$ cat src/rtl/alu_share_arbiter_pkg.sv
// rtl/alu_share_arbiter_pkg.sv - shared ALU opcodes and width constants
package alu_share_arbiter_pkg;

    localparam int DATA_W   = 32;
    localparam int OP_W     = 4;
    localparam int NREQ_MAX = 4;

    typedef enum logic [OP_W-1:0] {
        ALUOP_ADD  = 4'h0,
        ALUOP_SUB  = 4'h1,
        ALUOP_AND  = 4'h2,
        ALUOP_OR   = 4'h3,
        ALUOP_XOR  = 4'h4,
        ALUOP_SLL  = 4'h5,
        ALUOP_SRL  = 4'h6,
        ALUOP_SRA  = 4'h7,
        ALUOP_SLT  = 4'h8,
        ALUOP_SLTU = 4'h9
    } aluop_e;

endpackage

$ cat src/rtl/alu_share_arbiter_alu.sv
// rtl/alu_share_arbiter_alu.sv - combinational 32-bit integer ALU
// Ports:
//   a, b   : operands
//   op     : ALUOP code; codes outside aluop_e yield 0
//   result : wrapped 32-bit result, compares zero-extended
module alu_share_arbiter_alu
    import alu_share_arbiter_pkg::*;
(
    input  logic [DATA_W-1:0] a,
    input  logic [DATA_W-1:0] b,
    input  logic [OP_W-1:0]   op,
    output logic [DATA_W-1:0] result
);

    always_comb begin
        result = '0;
        case (op)
            ALUOP_ADD:  result = a + b;
            ALUOP_SUB:  result = a - b;
            ALUOP_AND:  result = a & b;
            ALUOP_OR:   result = a | b;
            ALUOP_XOR:  result = a ^ b;
            ALUOP_SLL:  result = a << b[4:0];
            ALUOP_SRL:  result = a >> b[4:0];
            ALUOP_SRA:  result = $unsigned($signed(a) >>> b[4:0]);
            ALUOP_SLT:  result = {{(DATA_W-1){1'b0}}, ($signed(a) < $signed(b))};
            ALUOP_SLTU: result = {{(DATA_W-1){1'b0}}, (a < b)};
            default:    result = '0;
        endcase
    end

endmodule

$ cat src/rtl/alu_share_arbiter.sv
// rtl/alu_share_arbiter.sv - round-robin sharing of one ALU with a 1-deep response stage
// Ports:
//   clk_i, rst_n_i      : clock (rising edge), async active-low reset
//   flush_i             : drop held response, block acceptance this cycle
//   req_valid_i/ready_o : per-requester request handshake (ready one-hot or zero)
//   req_val1_i/val2_i   : packed 32-bit operands, requester k at [32k+31:32k]
//   req_aluop_i         : packed 4-bit ALUOP codes
//   rsp_valid_o/ready_i : per-requester response handshake (valid one-hot to owner)
//   rsp_data_o          : registered ALU result shared by all requesters
//   busy_o              : a response is held
module alu_share_arbiter
    import alu_share_arbiter_pkg::*;
#(
    parameter int NREQ = 2,
    parameter int IDXW = 2
) (
    input  logic                   clk_i,
    input  logic                   rst_n_i,
    input  logic                   flush_i,
    input  logic [NREQ-1:0]        req_valid_i,
    output logic [NREQ-1:0]        req_ready_o,
    input  logic [NREQ*DATA_W-1:0] req_val1_i,
    input  logic [NREQ*DATA_W-1:0] req_val2_i,
    input  logic [NREQ*OP_W-1:0]   req_aluop_i,
    output logic [NREQ-1:0]        rsp_valid_o,
    input  logic [NREQ-1:0]        rsp_ready_i,
    output logic [DATA_W-1:0]      rsp_data_o,
    output logic                   busy_o
);

    logic [IDXW-1:0]   owner;
    logic [IDXW-1:0]   rr_ptr;
    logic [IDXW-1:0]   gnt_idx;
    logic [IDXW-1:0]   rr_ptr_nxt;
    logic [NREQ-1:0]   grant;
    logic              found;
    logic              consume;
    logic              free;
    logic [DATA_W-1:0] sel_val1;
    logic [DATA_W-1:0] sel_val2;
    logic [OP_W-1:0]   sel_op;
    logic [DATA_W-1:0] alu_result;

    assign busy_o = |rsp_valid_o;

    // Owner consumes this cycle; loop keeps the index width-exact for any NREQ.
    always_comb begin
        consume = 1'b0;
        for (int k = 0; k < NREQ; k++) begin
            if (owner == IDXW'(k)) begin
                consume = rsp_valid_o[k] & rsp_ready_i[k];
            end
        end
    end

    // Consuming frees the stage, so a new op can pass through in the same cycle.
    assign free = !busy_o | consume;

    // Round-robin: visit offsets 0..NREQ-1 from the pointer; first valid wins.
    always_comb begin
        grant   = '0;
        gnt_idx = '0;
        found   = 1'b0;
        if (free && !flush_i) begin
            for (int i = 0; i < NREQ; i++) begin
                for (int k = 0; k < NREQ; k++) begin
                    if (!found && (k == (int'(rr_ptr) + i) % NREQ) && req_valid_i[k]) begin
                        found    = 1'b1;
                        grant[k] = 1'b1;
                        gnt_idx  = IDXW'(k);
                    end
                end
            end
        end
    end

    assign req_ready_o = grant;
    assign rr_ptr_nxt  = (gnt_idx == IDXW'(NREQ-1)) ? '0 : gnt_idx + IDXW'(1);

    // Only the granted requester's operands reach the ALU.
    always_comb begin
        sel_val1 = '0;
        sel_val2 = '0;
        sel_op   = '0;
        for (int k = 0; k < NREQ; k++) begin
            if (gnt_idx == IDXW'(k)) begin
                sel_val1 = req_val1_i[k*DATA_W +: DATA_W];
                sel_val2 = req_val2_i[k*DATA_W +: DATA_W];
                sel_op   = req_aluop_i[k*OP_W +: OP_W];
            end
        end
    end

    alu_share_arbiter_alu u_alu (
        .a      (sel_val1),
        .b      (sel_val2),
        .op     (sel_op),
        .result (alu_result)
    );

    always_ff @(posedge clk_i or negedge rst_n_i) begin
        if (!rst_n_i) begin
            rsp_valid_o <= '0;
            rsp_data_o  <= '0;
            owner       <= '0;
            rr_ptr      <= '0;
        end else if (flush_i) begin
            // Flush wins over a simultaneous consume; grant is already blocked.
            rsp_valid_o <= '0;
        end else if (found) begin
            rsp_data_o  <= alu_result;
            owner       <= gnt_idx;
            rsp_valid_o <= grant;
            rr_ptr      <= rr_ptr_nxt;
        end else if (consume) begin
            rsp_valid_o <= '0;
        end
    end

endmodule

$ cat config.mk
export PLATFORM = sky130hd
export DESIGN_NAME = alu_share_arbiter
export DESIGN_NICKNAME = d
export VERILOG_FILES = /design/src/rtl/alu_share_arbiter_pkg.sv /design/src/rtl/alu_share_arbiter_alu.sv /design/src/rtl/alu_share_arbiter.sv
export SDC_FILE = /design/constraint.sdc
export NUM_CORES = 1
export LEC_CHECK = 0
export CORE_UTILIZATION = 40
export DETAILED_ROUTE_END_ITERATION = 8
export DONT_BUFFER_PORTS = 1
export PLACE_DENSITY = 0.5
export SETUP_SLACK_MARGIN = 0.05
export SLEW_MARGIN = 30
export SYNTH_ARGS = -nofsm -noshare
export SYNTH_HDL_FRONTEND = slang
export SYNTH_SLANG_ARGS = --single-unit
$ cat constraint.sdc
create_clock -name clk_i -period 7.1 [get_ports clk_i]
set_input_delay 0.355 -clock clk_i [delete_from_list [all_inputs] [get_ports clk_i]]
set_output_delay 0.355 -clock clk_i [all_outputs]
set_load 0.05 [all_outputs]
==> metrics, run 1 <==
Synth top area share=10.34%; Pre-antenna DRT Iters=8; crit path launch type=register; Nets=around 2100; post-synth cell types=a little under 90; power per cell area=284.0 nW/um2; Synth warnings=0; vias in the first global route=14590; syn_nets=around 2200; row count=between 60 and 70; H-tree levels=2; cts bufs inserted=5; area growth from synthesis to layout=2.193%; # DRC=10; Crit. End Element=register; run status=complete, but fails checks; Global Route Usage Sum=between 40% and 50%; Top FF cell, synth=dfrtp_1; critical-path maximum fanout=52; layout cell share with drive strength beyond 1=roughly 5.6%; RSZ-0062 raised after global routing=false; core footprint=30910 um2; Max clock buf depth=2; synthesized area per cell=about 6.3 um2; Detail Placement HPWL=about 54000 um; Seq/Total Area, Yosys=between 7 and 8%; synth top area cells=nand2_1, a21oi_1, ha_1; GPL Wtd Cong=approximately 1.1; clock skew=around 2.9 ps; Final ANT Viol Nets=0; fin cells=about 2300; Post-CTS Setup Repair Bufs=0; Final Hold Fails=0; Yosys reg bits=36; via-per-instance ratio=~7.0; cts repair resizes=0; grt ovf=0; Slew @ Worst Pin=965.7 ps; final setup fails=0; maximum VDD drop=0.1648 mV; MaxCap Viol Count=0; Die Span Y=180.0 um; drt total wl=70080 um; Slew HR=35.23%; initial antenna violation count=1; crit path from=rsp_valid_o[1]; number of synthesized flops with an enable pin=0; asr flop ratio synth=100.0%; Die ar.=between 30000 and 40000 um2; period utilization=83.14%; CTS tree=done; Reg clk slew, reported paths=around 70 ps; wire per inst=between 30 and 40 um; vias=between 15000 and 20000; CTS root buffer=clkbuf_16; Leak=roughly 5.5 nW; Initial Util=between 40 and 50%; hold_sp=flush_i; Sink Count=36; Ant. Diodes=0; Post-Syn Area=around 13000 um2; leading area contributor after synthesis=nand2_1; Crit Path Category=register to register; Commonest cells post-synth=nand2_1, a21oi_1, nor2_1; largest net degree at the start of global routing=87; first-pass GRT wire length=around 100000 um; clock latency on the worst-skew pair=approximately 300 ps; Die Width=about 180 um; Worst EP arrival=slightly above 6000 ps; Peak Freq=0.1694 GHz; min-delay worst type=input pin to register; I/O Buffers=0; initial DRC count=around 2400; # IOs=180; most common cell in the netlist=nand2_1; final max-slew violation count=0; Cells after DPL=between 2000 and 2500; failing checks=DRC; min Tclk post-route=slightly below 6000 ps; Mapped Cells=2000; r2r startpoint=rsp_valid_o[1]; CP required=just over 7000 ps; total negative slack=0 ps
==> layer usage <==
metal  global-route usage [%]  up-vias  wire (um)
li1                         -     7089          -
met5                        0        -         13
met4                    26.45        2       5172
met2                    61.79     1081      29040
met3                    8.448      184       7573
met1                    55.00     7616      28280
==> path summary, 6_finish.rpt <==
| path | to | slack (ps) | depth (start not counted) |
|---|---|---|---|
| setup / recovery | rsp_data_o[15] | 1200 | 18 |
| hold / removal | rsp_valid_o[1] | 250 | 3 |
| setup reg to reg | rsp_data_o[15] | 1200 | 18 |
| hold reg to reg | owner[0] | 510 | 2 |
| max in group asynchronous | rsp_data_o[7] | 6370 | 2 |
| min in group asynchronous | rsp_data_o[26] | 530 | 2 |
==> worst max-delay path, stage by stage (launching register included) <==
cell and delay [ps]:
dfrtp_1 680, nand3_1 270, a31oi_4 370, nand2_4 100, inv_4 320, buf_4 310
mux2i_4 260, buf_4 520, inv_1 140, ha_1 240, a21o_1 200, nor4b_1 340
and3_1 290, o21ai_2 100, a21oi_1 210, o21bai_1 160, a221o_1 400, a222oi_1 670
a21oi_1 170
==> per-stage QoR <==
step                      setup WS (ps)  area [um2]  hold slack, ps  total power (W)  utilization, %
final                              1197       12940           247.3         0.003676           41.88
after global routing               1033       12940           262.6         0.003856           41.88
after CTS                          1269       12940           245.7         0.003585           41.88
after detailed placement           1297       12740           60.09         0.003296           41.23
after global placement             1296       12740           60.11         0.003302           41.20
after floorplan                    1709       12670           59.41         0.002454               -
==> where the power goes <==
group	internal, W	switching, W
registers	0.000286	0.000395
logic	0.000833	0.00189
clock network	0.000167	0.000109
==> flip-flops by register name, summed over array words and instances (netlist names) <==
name         flops
rsp_data_o      32
rsp_valid_o      2
owner            1
rr_ptr           1
==> timing repair <==
action,in CTS,in global routing
hold buffers,2,0
endpoints found under the hold margin,36,0
endpoints found under the setup margin,0,0
==> cell usage in the layout (no fill, tap or decap), types with 11 or more instances in the layout <==
cell type / count
nand2_1: 349
a21oi_1: 246
nor2_1: 176
o21ai_0: 118
inv_1: 102
ha_1: 98
mux2i_1: 82
nand3_1: 40
nor2b_1: 36
dfrtp_1: 36
buf_4: 34
nor3_1: 33
a31oi_1: 33
a221oi_1: 32
o211ai_1: 29
a21o_1: 28
nand2b_1: 26
o22ai_1: 24
xnor2_1: 24
mux2_2: 20
o21bai_1: 19
a211oi_1: 18
nand4_1: 15
o221ai_1: 15
a2111oi_0: 15
nor4_1: 14
and3_1: 12
o31ai_1: 12
o21ai_1: 11
==> kinds of logic after synthesis <==
group	share of synthesized area (%)
AOI/OAI and AO/OA	38.16
and+or+nand+nor	25.37
buffers and inverters	9.087
muxes	8.623
adders and majority gates	9.996
DFF	7.112
xor gates and xnor gates	1.659
==> layout make-up <==
| class | count | area, um2 |
|---|---|---|
| Clock buffer | 5 | 125.1 |
| Clock inverter | 3 | 46.29 |
| Fill cell | 3371 | 17960 |
| Inverter | 108 | 415.4 |
| Multi-Input combinational cell | 1702 | 10680 |
| Sequential cell | 36 | 900.9 |
| Tap cell | 396 | 495.5 |
| Timing Repair Buffer | 36 | 285.3 |
(Power assumes the default switching activity.)
==> run 2, diff against run 1 <==
--- a/config.mk
+++ b/config.mk
@@ -5,10 +5,11 @@
 export SDC_FILE = /design/constraint.sdc
 export NUM_CORES = 1
 export LEC_CHECK = 0
+export ABC_AREA = 1
 export CORE_UTILIZATION = 40
 export DETAILED_ROUTE_END_ITERATION = 8
 export DONT_BUFFER_PORTS = 1
-export PLACE_DENSITY = 0.5
+export PLACE_DENSITY = 0.52
 export SETUP_SLACK_MARGIN = 0.05
 export SLEW_MARGIN = 30
 export SYNTH_ARGS = -nofsm -noshare
==> constraint.sdc (replaced) <==
create_clock -name clk_i -period 5.16 [get_ports clk_i]
set_input_delay 0.258 -clock clk_i [delete_from_list [all_inputs] [get_ports clk_i]]
set_output_delay 0.258 -clock clk_i [all_outputs]
set_load 0.05 [all_outputs]
==> run 2 against run 1 <==
Against the previous run: the run now ends clean; sequential share of layout area rose by 0.33 points; worst setup slack got worse by 830 ps; clock skew rose by 12 ps; global-route usage fell by 0.61 points; design area fell by 4.5%; highest routed layer is now met4.
==> metrics, run 2 <==
Pre-antenna DRT Iters=8 (unchanged); min-delay worst type=input pin to register; Final Hold Fails=0 (unchanged); most frequent cells in the layout=nand2_1, nand3_1, inv_1; H-tree levels=2 (unchanged); min Tclk post-route=4796 ps (-1107 ps); wire per inst=24.69 um (-19%); Mapped Cells=2301 (+15%); Synth warnings=0 (unchanged); Reg clk slew, reported paths=70 ps (about the same); Slew HR=32.62% (-2.6 points); Final ANT Viol Nets=0 (unchanged); Most flops, register=rsp_data_o; drt total wl=64800 um (-7.5%); Multi-input gate area=9278 um2 (-13%); most common cell in the netlist=nand2_1; Nets=2481 (+16%); synth top area cells=nand2_1, nand3_1, ha_1; Max clock buf depth=2 (unchanged); metal3 WL=7302 um (-3.6%); # IOs=180 (unchanged); syn_nets=2544 (+13%); Peak Freq=0.2085 GHz (+23%); Crit path max-delay family=simple AND/OR/NAND/NOR gates; synthesized area per cell=5.143 um2 (-19%); crit path launch type=register; post-synth cell types=44 (-50%); max reg flops=32 (unchanged); # DRC=0 (-10); Seq/Total Area, Yosys=7.612% (+0.50 points); row count=62 (-3.1%); RSZ-0062 raised after global routing=false; asr flop ratio synth=100.0% (unchanged); switching part of the total=69.15% (+4.1 points); Global Route Usage Sum=41.10% (-0.61 points); Post-Syn Area=11840 um2 (-6.6%); Die ar.=30280 um2 (-6.5%); number of synthesized flops with an enable pin=0 (unchanged); clock skew=15.08 ps (+12.20 ps); CTS root buffer=clkbuf_16; core footprint=28940 um2 (-6.4%); commonest non-fill, non-tap cell in the layout=nand2_1; Slowest cell on crit path=dfrtp_1; critical-path maximum fanout=18 (-65%); power per cell area=476.6 nW/um2 (+68%); via-per-instance ratio=6.030 (-14%); power share of the combinational group=78.1% (+4.1 points); Crit Path Category=register to register; Die Width=174.0 um (-3.3%); first-pass GRT wire length=91670 um (-9.1%); sequential power share=15.3% (-3.2 points); Worst EP arrival=5040 ps (-1020 ps); Detail Placement HPWL=52510 um (-3.5%); Die Span Y=174.0 um (-3.3%); worst-path cell chain=nand3_1 > nand3_4 > nand3_4 > o21ai_2 > buf_4 > inv_1 > ha_1 > inv_1 > a21oi_1 > inv_1 > a21oi_1 > o21ai_0 > inv_1 > nand2_1 > a21oi_1 > inv_1 > nand2_1 > nand3_1 > nand2_1 > nand2_1 > nand2_1; leading area contributor after synthesis=nand2_1; top routing layer used=met4; final setup fails=0 (unchanged); Top FF cell, synth=dfrtp_1; Commonest cells post-synth=nand2_1, nand3_1, inv_1; final max-slew violation count=0 (unchanged); period utilization=92.95% (+9.8 points); largest registers=rsp_data_o x32, rsp_valid_o x2; Leak=6.782 nW (+23%); M1 wire length=28090 um (-0.68%); CTS tree=done; run status=completed; P_sw=0.004076 W (+71%); Final Util=42.74% (+0.86 points); vias=15830 (-0.89%); Initial Util=40.90% (-0.079 points); maximum VDD drop=0.2705 mV (+64%); internal power=0.001819 W (+41%); MaxCap Viol Count=0 (unchanged); Buf/Inv on CP=6 (+2); initial antenna violation count=2 (+1); Synth top area share=22.42% (+12 points); WL met2=26770 um (-7.8%); # fillers=3429 (+1.7%); Sink Count=36 (unchanged); Clk pwr share=6.6% (-0.9 points); layout cell share with drive strength beyond 1=3.752% (-1.9 points); I/O Buffers=0 (unchanged); CP required=5410 ps (-1840 ps); Reg area=900.9 um2 (unchanged); Yosys reg bits=36 (unchanged); crit-path max cell delay=640 ps (-40 ps); grt ovf=0 (unchanged); worst hold margin=206.1 ps (-41.17 ps); clock latency on the worst-skew pair=310 ps (about the same); initial DRC count=2315 (-1.9%); GPL Wtd Cong=1.018 (-5.1%); cts bufs inserted=5 (unchanged); largest net degree at the start of global routing=68 (-22%); total negative slack=0 ps (unchanged); Crit. End Element=register; area growth from synthesis to layout=4.493%; vias in the first global route=13840 (-5.1%); Slew @ Worst Pin=1010 ps (+43.89 ps)
[run 2: changes by cell type in the layout (fill, tap and decap cells not counted), sizes merged, moves of 36 or more]
cell,change
a21oi,-97
inv,+204
mux2i,-84
nand2,+365
nand3,+335
nor2b,-36
[run 2: cell families after synthesis]
family	share of synthesized area (%)
buffers and inverters	14.30
AO/OA/AOI/OAI	18.60
AND/OR/NAND/NOR	48.57
XOR/XNOR	0.2221
flip-flops	7.612
adder cells (fa/ha/maj)	10.70
[run 2: area by class of cell]
cell class	count	area share (%)
antenna	2	0.04047
clock buffer	6	1.042
clock inverter	2	0.2833
inverter	312	9.470
multi-input combinational	1842	75.02
sequential	36	7.284
tap	384	3.885
timing repair buffer	41	2.974
[run 2: repair_timing]
action | 4_1_cts | 5_1_grt
buffers inserted | 0 | 0
resized for setup | 0 | 5
hold buffers | 2 | 0
hold endpoints to repair | 36 | 0
endpoints found under the setup margin | 0 | 2
[run 2: final timing paths]
| check | start | to | slack, ps | cells past startpoint |
|---|---|---|---|---|
| max | rsp_valid_o[1] | rsp_data_o[29] | 360 | 21 |
| max reg2reg | rsp_valid_o[1] | rsp_data_o[29] | 360 | 21 |
| min in group asynchronous | rst_n_i | rsp_data_o[9] | 540 | 2 |
| min reg2reg | rr_ptr[0] | rr_ptr[0] | 560 | 2 |
| min | req_valid_i[1] | rr_ptr[0] | 210 | 2 |
| max in group asynchronous | rst_n_i | rsp_data_o[28] | 4390 | 2 |
[run 2: layer usage]
metal	track usage, %	vias up
li1	-	7406
met1	57.87	7198
met2	61.38	1088
met3	7.830	138
met4	15.53	0
met5	0	-
[run 2: stage by stage]
step / cells / power (W) / cell area [um2] / worst slack [ps]
after detailed placement: 2611 / 0.005271 / 12130 / 368.5
after global placement: 2611 / 0.005269 / 12130 / 316.4
final: 2625 / 0.005894 / 12370 / 363.7
after floorplan: 2301 / 0.003781 / 11840 / 868.7
after global routing: 2625 / 0.006248 / 12370 / 189.5
after CTS: 2621 / 0.005688 / 12340 / 350.5
[run 2: worst reg2reg max path, stage by stage, from the launching register on]
cell     delay, ps
dfrtp_1        640
nand3_1        240
nand3_4        190
nand3_4        320
o21ai_2        390
buf_4          210
inv_1           60
ha_1           480
inv_1          140
a21oi_1        260
inv_1          120
a21oi_1        290
o21ai_0        260
inv_1          110
nand2_1        180
a21oi_1        260
inv_1           70
nand2_1         60
nand3_1        100
nand2_1        240
nand2_1         80
nand2_1         60
[run 2: power by group through the flow]
stage	Sequential [W]	Combinational (W)	Clock, W
after floorplan	0.000851	0.00293	0
after global placement	0.000907	0.00436	0
after detailed placement	0.000909	0.00436	0
after CTS	0.000903	0.00439	0.000393
after global routing	0.000914	0.00493	0.000400
final	0.000901	0.00460	0.000391
